==> src/rtl/inst_fetch_buf.sv <==
// Single-line instruction fetch buffer between the PC stage and memory.
// Hits return combinationally; misses stall and refill the line in order.
module inst_fetch_buf #(
  parameter int LINE_WORDS = 4
) (
  input  logic        clk,
  input  logic        rst,
  input  logic        ce,
  input  logic [31:0] addr,
  input  logic        flush,
  output logic [31:0] inst,
  output logic        stallreq,
  output logic        mem_req,
  output logic [31:0] mem_addr,
  input  logic        mem_ack,
  input  logic [31:0] mem_rdata
);

  localparam int CW  = $clog2(LINE_WORDS);
  localparam int OFS = CW + 2;
  localparam int TW  = 32 - OFS;

  typedef enum logic {
    IDLE,
    FILL
  } state_t;

  state_t          r_state;
  state_t          w_state_nxt;
  logic            r_valid;
  logic            r_kill;
  logic [TW-1:0]   r_tag;
  logic [TW-1:0]   r_fill_tag;
  logic [CW-1:0]   r_cnt;
  logic            r_mem_req;
  logic [31:0]     r_mem_addr;
  logic [31:0]     r_data [LINE_WORDS];

  logic            w_idle;
  logic            w_hit;
  logic            w_miss;
  logic            w_ack;
  logic            w_last;
  logic [CW-1:0]   w_cnt_nxt;
  logic [TW-1:0]   w_addr_tag;
  logic [CW-1:0]   w_addr_ofs;
  logic            w_unused_addr;

  assign w_addr_tag    = addr[31:OFS];
  assign w_addr_ofs    = addr[OFS-1:2];
  assign w_unused_addr = ^addr[1:0];

  assign w_idle    = (r_state == IDLE);
  assign w_hit     = ce & r_valid & (r_tag == w_addr_tag) & w_idle;
  assign w_miss    = ce & ~w_hit & w_idle;
  assign w_ack     = ~w_idle & r_mem_req & mem_ack;
  assign w_last    = w_ack & (r_cnt == CW'(LINE_WORDS - 1));
  assign w_cnt_nxt = r_cnt + CW'(1);

  assign mem_req  = r_mem_req;
  assign mem_addr = r_mem_addr;

  always_ff @(posedge clk) begin
    if (rst) r_state <= IDLE;
    else     r_state <= w_state_nxt;
  end

  always_comb begin
    w_state_nxt = r_state;
    unique case (r_state)
      IDLE: if (w_miss) w_state_nxt = FILL;
      FILL: if (w_last) w_state_nxt = IDLE;
    endcase
  end

  always_comb begin
    inst     = '0;
    stallreq = 1'b0;
    if (ce) begin
      if (w_hit) inst = r_data[w_addr_ofs];
      else       stallreq = 1'b1;
    end
  end

  always_ff @(posedge clk) begin
    if (rst) begin
      r_valid    <= 1'b0;
      r_kill     <= 1'b0;
      r_cnt      <= '0;
      r_tag      <= '0;
      r_fill_tag <= '0;
      r_mem_req  <= 1'b0;
      r_mem_addr <= '0;
    end else if (w_idle) begin
      // old valid still drives this cycle's lookup
      if (flush) r_valid <= 1'b0;
      if (w_miss) begin
        r_fill_tag <= w_addr_tag;
        r_cnt      <= '0;
        r_valid    <= 1'b0;
        r_kill     <= 1'b0;
        r_mem_req  <= 1'b1;
        r_mem_addr <= {w_addr_tag, {OFS{1'b0}}};
      end
    end else begin
      if (flush) r_kill <= 1'b1;
      if (w_ack) begin
        r_cnt      <= w_cnt_nxt;
        r_mem_addr <= {r_fill_tag, w_cnt_nxt, 2'b00};
      end
      // a burst hit by flush completes but leaves the line invalid
      if (w_last) begin
        r_mem_req <= 1'b0;
        r_tag     <= r_fill_tag;
        r_valid   <= ~r_kill & ~flush;
      end
    end
  end

  always_ff @(posedge clk) begin
    if (w_ack) r_data[r_cnt] <= mem_rdata;
  end

endmodule
==> config.mk <==
export PLATFORM = sky130hd
export DESIGN_NAME = inst_fetch_buf
export DESIGN_NICKNAME = d
export VERILOG_FILES = /design/src/rtl/inst_fetch_buf.sv
export SDC_FILE = /design/constraint.sdc
export NUM_CORES = 1
export LEC_CHECK = 0
export ABC_AREA = 1
export BUFFER_PORTS_ARGS = -buffer_cell sky130_fd_sc_hd__buf_4
export CAP_MARGIN = 20
export CORE_MARGIN = 8
export CORE_UTILIZATION = 35
export CTS_CLUSTER_DIAMETER = 50
export DETAILED_ROUTE_END_ITERATION = 12
export PLACE_DENSITY = 0.6
export SETUP_SLACK_MARGIN = 0.5
export SYNTH_ARGS = -nofsm -noshare
export SYNTH_HDL_FRONTEND = slang
export SYNTH_SLANG_ARGS = --single-unit
==> constraint.sdc <==
create_clock -name clk -period 5 [get_ports clk]
set_input_delay 1 -clock clk [delete_from_list [all_inputs] [get_ports clk]]
set_output_delay 1 -clock clk [all_outputs]
set_load 0.05 [all_outputs]
==> results.sh <==
export IMPL_drv_cap=0
export IMPL_clock_path_buffers=3
export IMPL_critical_path_class="primary input to output port"
export IMPL_fin_crit_sh_pct=80.8
export IMPL_cp_arrival_ns=3.04
export IMPL_worst_slack_ns=0.960
export IMPL_synth_cells=1034
export IMPL_cts_sinks=218
export IMPL_numCtsBuffers=27
export IMPL_final_area_um2=11400
export IMPL_cellPowerDensity_nw_per_um2=366
export IMPL_fin_setup_tns_ns=0
export IMPL_yosysWarnings=0
export IMPL_wire_per_inst_um=16.1
export IMPL_synth_area_um2=9320
export IMPL_start_kind="primary input"
export IMPL_grt_usage_pct=14.5
export IMPL_io_buffers=130
export IMPL_tightest_slew_ns=0.840
export IMPL_ys_top_cells_by_count="205 x nor2_1, 157 x nand2_1, 128 x edfxtp_1"
export IMPL_setup_viol=0
export IMPL_io_pins=135
export IMPL_wirelength_um=24100
export IMPL_synth_async_sr_flop_share_pct=0
export IMPL_die_area_um2=32100
export IMPL_fin_nets=1215
export IMPL_hold_buffers=0
export IMPL_syn_area_per_cell_um2=9.01
export IMPL_skew_ns=0.0107
export IMPL_placed_cell_area_um2=10600
export IMPL_hpwlAfterDp_um=14900
export IMPL_place_ws_ns=0.924
export IMPL_dieHeight_um=179
export IMPL_via_per_inst=4.85
export IMPL_firstDrtPassIters=5
export IMPL_hold_ws_ns=0.465
export IMPL_min_path_type="flip-flop to flip-flop"
export IMPL_synth_seq_cells=218
export IMPL_post_cts_setup_buffers=0
export IMPL_synth_area_leader_cell="edfxtp_1"
export IMPL_cts_tree="yes"
export IMPL_vdd_ir_drop_max_mv=0.223
export IMPL_cts_resized=0
export IMPL_reg2reg_slack_ns=2.01
export IMPL_synth_edff_count=128
export IMPL_cellLeakagePower_uw=0.00447
export IMPL_crit_required_ns=4.00
export IMPL_num_fill_cells=2543
export IMPL_insertion_delay_ns=0.51
export IMPL_fmax_mhz=248
export IMPL_layout_drive_gt1_share_pct=16.7
export IMPL_place_congestion=0.793
export IMPL_fin_crit_ns=4.04
export IMPL_hold_viol=0
export IMPL_slew_headroom_pct=43.8
export IMPL_cp_max_fo=32
export IMPL_grt_pass1_vias=7007
export IMPL_end_kind="output port"
export IMPL_yosysTopAreaCellShare_pct=41.3
export IMPL_yosysMostFrequentCell="nor2_1"
export IMPL_synth_seq_area_share_pct=60.6
export IMPL_status="completed"
export IMPL_synth_area_leaders="edfxtp_1 41%, dfxtp_1 19%, nor2_1 8.3%, a21oi_1 6.6%, o21ai_0 6.6%"
export IMPL_path_clk_slew_ns=0.06
export IMPL_grt_overflow=0
export IMPL_antenna_found_initial=4
export IMPL_drc_errors=0
export IMPL_slew_viol_final=0
export IMPL_die_w_um=179
export IMPL_vias=7261
export IMPL_num_rows=59
export IMPL_drtAntennaViolNets=0
export IMPL_drtIter0Drc=508
export IMPL_area_delta_synth_final_pct=22.2
export IMPL_clock_root_buffer="clkbuf_16"
export IMPL_core_um2=26100
export IMPL_yosysUniqueCellTypes=28
export IMPL_grt_pass1_wl_um=36800
export IMPL_rsz0062_at_grt="false"
export IMPL_htreeDepth=1
export IMPL_grt_max_degree=65
export IMPL_start_util_pct=35.7
export IMPL_synth_main_ff_cell="edfxtp_1"
-- layout by cell type, fill, tap and decap left out, types with 4 or more instances in the layout --
master and count:
nand3_1 25, clkbuf_1 5, nor2_1 202, o21ai_0 122, inv_1 57, a21oi_1 122, xnor2_1 9, nand2_1 157
nand4_1 6, nand3b_1 28, ha_1 4, dfxtp_1 89, buf_4 145, clkbuf_16 27, clkinv_1 5, edfxtp_1 128
-- logic make-up (layout without fill, tap and decap cells) --
group	after synthesis	count (layout)	synth area share, %
XOR/XNOR	9	9	0.846
flip-flops	218	218	60.6
other	1	3	0.0403
AND/OR/NAND/NOR	430	430	19.3
AO/OA/AOI/OAI	244	244	13.1
buffers and inverters	128	253	5.59
adder cells (fa/ha/maj)	4	4	0.537
-- registers in the layout, indices dropped and copies added (netlist names) --
signal,cells
r_data,128
mem_addr,29
r_fill_tag,28
r_tag,28
mem_req,1
r_cnt,1
r_kill,1
r_state,1
r_valid,1
-- area by class of cell --
class,count,area [um^2],area share [%]
sequential,218,5650,49.6
clock inverter,15,120,1.06
multi-input combinational,689,3170,27.8
inverter,60,225,1.98
clock buffer,32,694,6.10
tap,335,419,3.68
antenna,1,2.50,0.0220
timing repair buffer,146,1110,9.74
-- layer usage --
metal | GRT usage (%) | vias up | routed length, um
met3 | 3.71 | 34 | 1590
met5 | 0 | - | 38
li1 | - | 3673 | -
met1 | 18.1 | 3396 | 10700
met2 | 24.7 | 152 | 11300
met4 | 3.47 | 6 | 402
-- critical path: stages --
cell and delay (ns):
buf_4 0.13, xnor2_1 0.21, nand3_1 0.11, nor2_1 0.09, nand3_1 0.08, nor2_1 0.14, nand2_2 0.48, buf_4 0.40
a21oi_1 0.14, buf_4 0.22
-- where the power goes --
group          internal (uW)  switching (uW)
combinational            148             291
sequential              1940            21.5
clock                   1050             721
-- through the flow --
| stage | std cells | util [%] | total power, uW |
|---|---|---|---|
| CTS | 1495 | 43.6 | 4230 |
| finish | 1496 | 43.6 | 4170 |
| global route | 1496 | 43.6 | 4350 |
| global placement | 1448 | 40.4 | 2440 |
| detailed placement | 1448 | 40.4 | 2440 |
| floorplan | 1035 | - | 2290 |
-- worst paths after layout --
path / startpoint / depth (start not counted) / end
setup / recovery: addr[8] / 10 / inst[1]
hold / removal: r_tag[0] / 2 / r_tag[0]
setup reg to reg: r_tag[23] / 13 / mem_addr[24]
hold reg to reg: r_tag[0] / 2 / r_tag[0]
No activity file was read; power rests on OpenSTA's default activity.
